File: config.mk
export PLATFORM = sky130hd
export DESIGN_NAME = imem_loader
export DESIGN_NICKNAME = d
export VERILOG_FILES = /design/src/rtl/imem_loader.sv
export SDC_FILE = /design/constraint.sdc
export NUM_CORES = 1
export LEC_CHECK = 0
export ABC_AREA = 1
export BUFFER_PORTS_ARGS = -buffer_cell sky130_fd_sc_hd__buf_2
export CORE_MARGIN = 4
export CORE_UTILIZATION = 30
export CTS_BUF_LIST = sky130_fd_sc_hd__clkbuf_16
export DETAILED_ROUTE_END_ITERATION = 7
export SYNTH_ARGS = -nofsm -noshare
export SYNTH_HDL_FRONTEND = slang
export SYNTH_SLANG_ARGS = --single-unit
File: constraint.sdc
create_clock -name clk -period 2.69 [get_ports clk]
set_input_delay 0.269 -clock clk [delete_from_list [all_inputs] [get_ports clk]]
set_output_delay 0.269 -clock clk [all_outputs]
set_load 0.01 [all_outputs]
File: src/rtl/imem_loader.sv
// imem_loader: boot-time writer for instruction_memory.
// Packs a big-endian byte stream into 32-bit words, writes them to
// consecutive addresses, verifies a trailing 8-bit checksum and only then
// releases the core from reset.
module imem_loader #(
    parameter int ADDR_W = 18,
    parameter int DATA_W = 32
) (
    input  logic              clk,
    input  logic              rst_n,
    input  logic              start,
    input  logic [ADDR_W-1:0] base_addr,
    input  logic [ADDR_W-1:0] word_count,
    input  logic [7:0]        in_data,
    input  logic              in_valid,
    output logic              in_ready,
    output logic [ADDR_W-1:0] imem_addr,
    output logic [DATA_W-1:0] imem_data,
    output logic              imem_wren,
    output logic              core_rst_n,
    output logic              busy,
    output logic              done,
    output logic              error
);

    localparam logic [2:0] ST_IDLE  = 3'd0;
    localparam logic [2:0] ST_RECV  = 3'd1;
    localparam logic [2:0] ST_WRITE = 3'd2;
    localparam logic [2:0] ST_CHK   = 3'd3;
    localparam logic [2:0] ST_DONE  = 3'd4;
    localparam logic [2:0] ST_ERR   = 3'd5;

    localparam logic [ADDR_W-1:0] ADDR_ONE  = {{(ADDR_W-1){1'b0}}, 1'b1};
    localparam logic [ADDR_W-1:0] ADDR_ZERO = {ADDR_W{1'b0}};

    // Modulo-256 checksum accumulation; the image is good when the
    // running sum plus the trailing byte wraps to zero.
    function automatic logic [7:0] sum8(input logic [7:0] a, input logic [7:0] b);
        sum8 = a + b;
    endfunction

    logic [2:0]        r_state;
    logic [ADDR_W-1:0] r_base;
    logic [ADDR_W-1:0] r_count;
    logic [ADDR_W-1:0] r_word_idx;
    logic [1:0]        r_byte_idx;
    logic [7:0]        r_sum;
    logic [DATA_W-1:0] r_word;
    logic [ADDR_W-1:0] r_imem_addr;
    logic [DATA_W-1:0] r_imem_data;
    logic              r_imem_wren;
    logic              r_core_rst_n;
    logic              r_busy;
    logic              r_done;
    logic              r_error;

    logic [2:0]        w_next;
    logic              w_accept;
    logic              w_start_ok;
    logic              w_last_word;
    logic [DATA_W-1:0] w_word_next;
    logic [7:0]        w_sum_next;

    assign in_ready    = (r_state == ST_RECV) | (r_state == ST_CHK);
    assign w_accept    = in_valid & in_ready;
    assign w_start_ok  = start & ((r_state == ST_IDLE) | (r_state == ST_DONE) | (r_state == ST_ERR));
    assign w_last_word = (r_word_idx == (r_count - ADDR_ONE));
    // First byte of a word ends up in [31:24] after four shifts.
    assign w_word_next = {r_word[DATA_W-9:0], in_data};
    assign w_sum_next  = sum8(r_sum, in_data);

    assign imem_addr  = r_imem_addr;
    assign imem_data  = r_imem_data;
    assign imem_wren  = r_imem_wren;
    assign core_rst_n = r_core_rst_n;
    assign busy       = r_busy;
    assign done       = r_done;
    assign error      = r_error;

    // Next-state decode for the load sequencer.
    always_comb begin
        w_next = r_state;
        case (r_state)
            ST_IDLE, ST_DONE, ST_ERR: begin
                if (start) begin
                    if (word_count == ADDR_ZERO) begin
                        w_next = ST_ERR;
                    end else begin
                        w_next = ST_RECV;
                    end
                end else begin
                    w_next = r_state;
                end
            end
            ST_RECV: begin
                if (w_accept && (r_byte_idx == 2'd3)) begin
                    w_next = ST_WRITE;
                end else begin
                    w_next = ST_RECV;
                end
            end
            ST_WRITE: begin
                if (w_last_word) begin
                    w_next = ST_CHK;
                end else begin
                    w_next = ST_RECV;
                end
            end
            ST_CHK: begin
                if (w_accept) begin
                    if (w_sum_next == 8'd0) begin
                        w_next = ST_DONE;
                    end else begin
                        w_next = ST_ERR;
                    end
                end else begin
                    w_next = ST_CHK;
                end
            end
            default: begin
                w_next = ST_IDLE;
            end
        endcase
    end

    // State register plus load context (base, count, indices, checksum, word buffer).
    always_ff @(posedge clk or negedge rst_n) begin
        if (!rst_n) begin
            r_state    <= ST_IDLE;
            r_base     <= ADDR_ZERO;
            r_count    <= ADDR_ZERO;
            r_word_idx <= ADDR_ZERO;
            r_byte_idx <= 2'd0;
            r_sum      <= 8'd0;
            r_word     <= {DATA_W{1'b0}};
        end else begin
            r_state <= w_next;
            if (w_start_ok) begin
                r_base     <= base_addr;
                r_count    <= word_count;
                r_word_idx <= ADDR_ZERO;
                r_byte_idx <= 2'd0;
                r_sum      <= 8'd0;
                r_word     <= {DATA_W{1'b0}};
            end else if ((r_state == ST_RECV) && w_accept) begin
                r_word     <= w_word_next;
                r_sum      <= w_sum_next;
                r_byte_idx <= r_byte_idx + 2'd1;
            end else if (r_state == ST_WRITE) begin
                r_word_idx <= r_word_idx + ADDR_ONE;
            end else begin
                r_word_idx <= r_word_idx;
            end
        end
    end

    // Registered memory write port: the write beat is prepared on the
    // fourth byte so that wren is high exactly while the sequencer is in WRITE.
    always_ff @(posedge clk or negedge rst_n) begin
        if (!rst_n) begin
            r_imem_addr <= ADDR_ZERO;
            r_imem_data <= {DATA_W{1'b0}};
            r_imem_wren <= 1'b0;
        end else begin
            if ((r_state == ST_RECV) && (w_next == ST_WRITE)) begin
                r_imem_addr <= r_base + r_word_idx;
                r_imem_data <= w_word_next;
                r_imem_wren <= 1'b1;
            end else begin
                r_imem_wren <= 1'b0;
            end
        end
    end

    // Registered status outputs, decoded from the state being entered.
    always_ff @(posedge clk or negedge rst_n) begin
        if (!rst_n) begin
            r_core_rst_n <= 1'b0;
            r_busy       <= 1'b0;
            r_done       <= 1'b0;
            r_error      <= 1'b0;
        end else begin
            r_core_rst_n <= (w_next == ST_DONE);
            r_busy       <= (w_next == ST_RECV) | (w_next == ST_WRITE) | (w_next == ST_CHK);
            r_done       <= (w_next == ST_DONE);
            r_error      <= (w_next == ST_ERR);
        end
    end

endmodule
==> reports/results.tsv <==
metric	value	unit
numCtsBuffers	17	
crit_type	flop to flop	
port_buffers	103	
pwr-share-comb	38.4	%
drive_above_1_share	16.5	%
place_area	8420	um^2
cts_setup_buffers	0	
wl_per_cell	14.3	um
skew	0.0136	ns
clk_pin_slew	0.06	ns
grt_pass1_wl	32.0	mm
die_h	166	um
drcViolationCount	0	
worst_slew_pin_slew	0.737	ns
p_clk_share	24.6	%
synth_fp_nets	999	
cp.arrival	2.71	ns
synth_top_area_share	48.4	%
multi_input_area	3350	um^2
sw_frac_of_total	40.1	%
drt-total-wl	19.5	mm
io_pins	104	
initial_utilization	30.7	%
overflow	0	
drt-initial-drc-count	387	
netlist_area	7500	um^2
grt_pass1_vias	6319	
r2r.worst_path.cells	11	
coreArea	24500	um^2
rrSetupSlack	0.33	ns
setup_tns	0	ns
synth.distinct_cells	38	
final_hold_viol_count	0	
hold_path_end	r_base[9]	
cts_sinks	145	
n_antenna_cell	0	
synth-seq-area-share	48.4	%
hold_start	base_addr[9]	
min_path_type	primary input to flop	
synth_top_cells_by_area	dfrtp_1, nand2_1, inv_1	
via_per_inst	4.66	
leakage	0.00463	uW
design_area	9010	um^2
whs_path_depth	3	
seq_area	3630	um^2
gp_congestion	0.871	
ant_nets	0	
antenna_found_initial	0	
final_cell_mix	nand2_1, dfrtp_1, inv_1	
reg2reg_to	imem_addr[10]	
powerDensity	1060	nW/um^2
slew_headroom	50.8	%
clk-insertion-delay-late	0.43	ns
final_util	36.8	%
yosysWarnings	0	
min_period	2.36	ns
p_switching	3850	uW
die_w	166	um
layout_setup_ws	0.329	ns
intPower	5740	uW
ys_ff_latch	145	
cp-start-kind	flop	
avgSynthCellArea	8.13	um^2
rsz0062_at_grt	false	
dp.final_hpwl	14.8	mm
grt_use_total	14.2	%
cp-end-kind	flop	
cts_root_buf	clkbuf_16	
worst-path-max-fanout	5	
drv_slew	0	
drv_cap	0	
worstReg2RegStart	r_word_idx[0]	
period_share	87.8	%
setup_viol	0	
num_vias	6374	
crit_required	3.04	ns
place_ws	0.335	ns
synthCells	922	
cts_buffer_depth	2	
areaGrowthSynthToFinish	20.1	%
status	finished, final reports clean	
fill_cells	2548	
rows	57	
grt_max_degree	64	
synth_top_area_cell	dfrtp_1	
layout_commonest_cell	nand2_1	
fin_nets	1108	
htreeDepth	4	
vdd_drop_max	0.000476	V
dieArea	27600	um^2
fmax	0.424	GHz
power_frac_seq	37.0	%
drtPass1Iterations	5	
cts_tree	yes	
[per-layer routing]
layer  routed length (um)  vias to the layer above  track usage [%]
met5                    0                        -                0
li1                     -                     3224                -
met1                 9320                     2999             19.1
met3                  859                       12             3.17
met4                  128                        0             3.05
met2                 9190                      139             23.8
[worst max-delay path, stage by stage (launching register included)]
cell and delay, ns:
dfrtp_1 0.45, ha_1 0.24, inv_1 0.08, fa_1 0.39
o21ai_0 0.28, nand2_1 0.08, nand2_1 0.10, nand2_1 0.06
nand2_1 0.11, a31oi_1 0.10, or2_2 0.28, a31oi_1 0.12
[Yosys cell counts (all sizes together)]
cell    instances
a21o            7
a21oi          32
a22o            3
a22oi           1
a31oi          10
and2            1
buf             5
clkbuf         20
dfrtp         145
fa              2
ha             27
inv           109
nand2         275
nand3          48
nand3b          5
nand4          12
nor2           61
nor3           18
nor3b           1
nor4            5
o21a            2
o21ai          75
o21bai          1
o22ai          24
o31ai           4
or2             5
xnor2          12
xor2           12
[cells by family (layout without fill, tap and decap cells)]
logic type | after synthesis | after routing | synth area share (%)
fa+ha+maj | 29 | 29 | 5.04
simple gates | 431 | 431 | 25.0
buf+inv | 134 | 255 | 6.99
compound gates | 159 | 159 | 11.8
flops | 145 | 145 | 48.4
xor+xnor | 24 | 24 | 2.80
[power groups by stage]
stage	clock network, uW	registers [uW]	logic, uW
after floorplan	0	3590	2440
after global placement	0	3560	3650
after detailed placement	0	3580	3710
after CTS	2420	3550	3740
after global routing	2510	3650	4220
final	2360	3550	3680
[registers in the layout, summed over array words and instances, names as in the netlist]
signal,count
r_sum,8
imem_wren,1
r_word_idx,18
r_state,3
imem_data,32
error,1
imem_addr,18
busy,1
r_base,18
r_word,24
done,1
r_byte_idx,2
r_count,18
[layout make-up]
class                      count  share of cell area (%)
sequential                   145                    40.3
inverter                     109                    4.54
clock buffer                  17                    4.72
clock inverter                14                    1.72
tap                          324                    4.50
timing repair buffer         115                    7.10
multi-input combinational    643                    37.1
[what timing repair did]
item	CTS	global route
setup endpoints to repair	0	0
endpoints found under the hold margin	43	0
resized for setup	0	0
hold buffers	1	0
[how the worst max path moves through the flow]
stage / start / end / slack, ns / depth (start not counted)
after global placement: r_word_idx[0] / imem_addr[10] / 0.42 / 11
after CTS: r_word_idx[0] / imem_addr[10] / 0.32 / 11
final: r_word_idx[0] / imem_addr[10] / 0.33 / 11
after floorplan: r_word_idx[0] / imem_addr[10] / 0.50 / 11
after global routing: r_word_idx[0] / imem_addr[10] / 0.14 / 11
after detailed placement: r_word_idx[0] / imem_addr[10] / 0.34 / 11
[per-stage QoR]
step | hold slack, ns | power (uW) | instances
6_report | 0.0372 | 9590 | 1367
2_1_floorplan | -0.0266 | 6030 | 922
5_1_grt | 0.0378 | 10400 | 1367
3_5_place_dp | 0.235 | 7290 | 1335
3_3_place_gp | 0.231 | 7210 | 1335
4_1_cts | 0.0218 | 9700 | 1367
(Power assumes the default switching activity.)
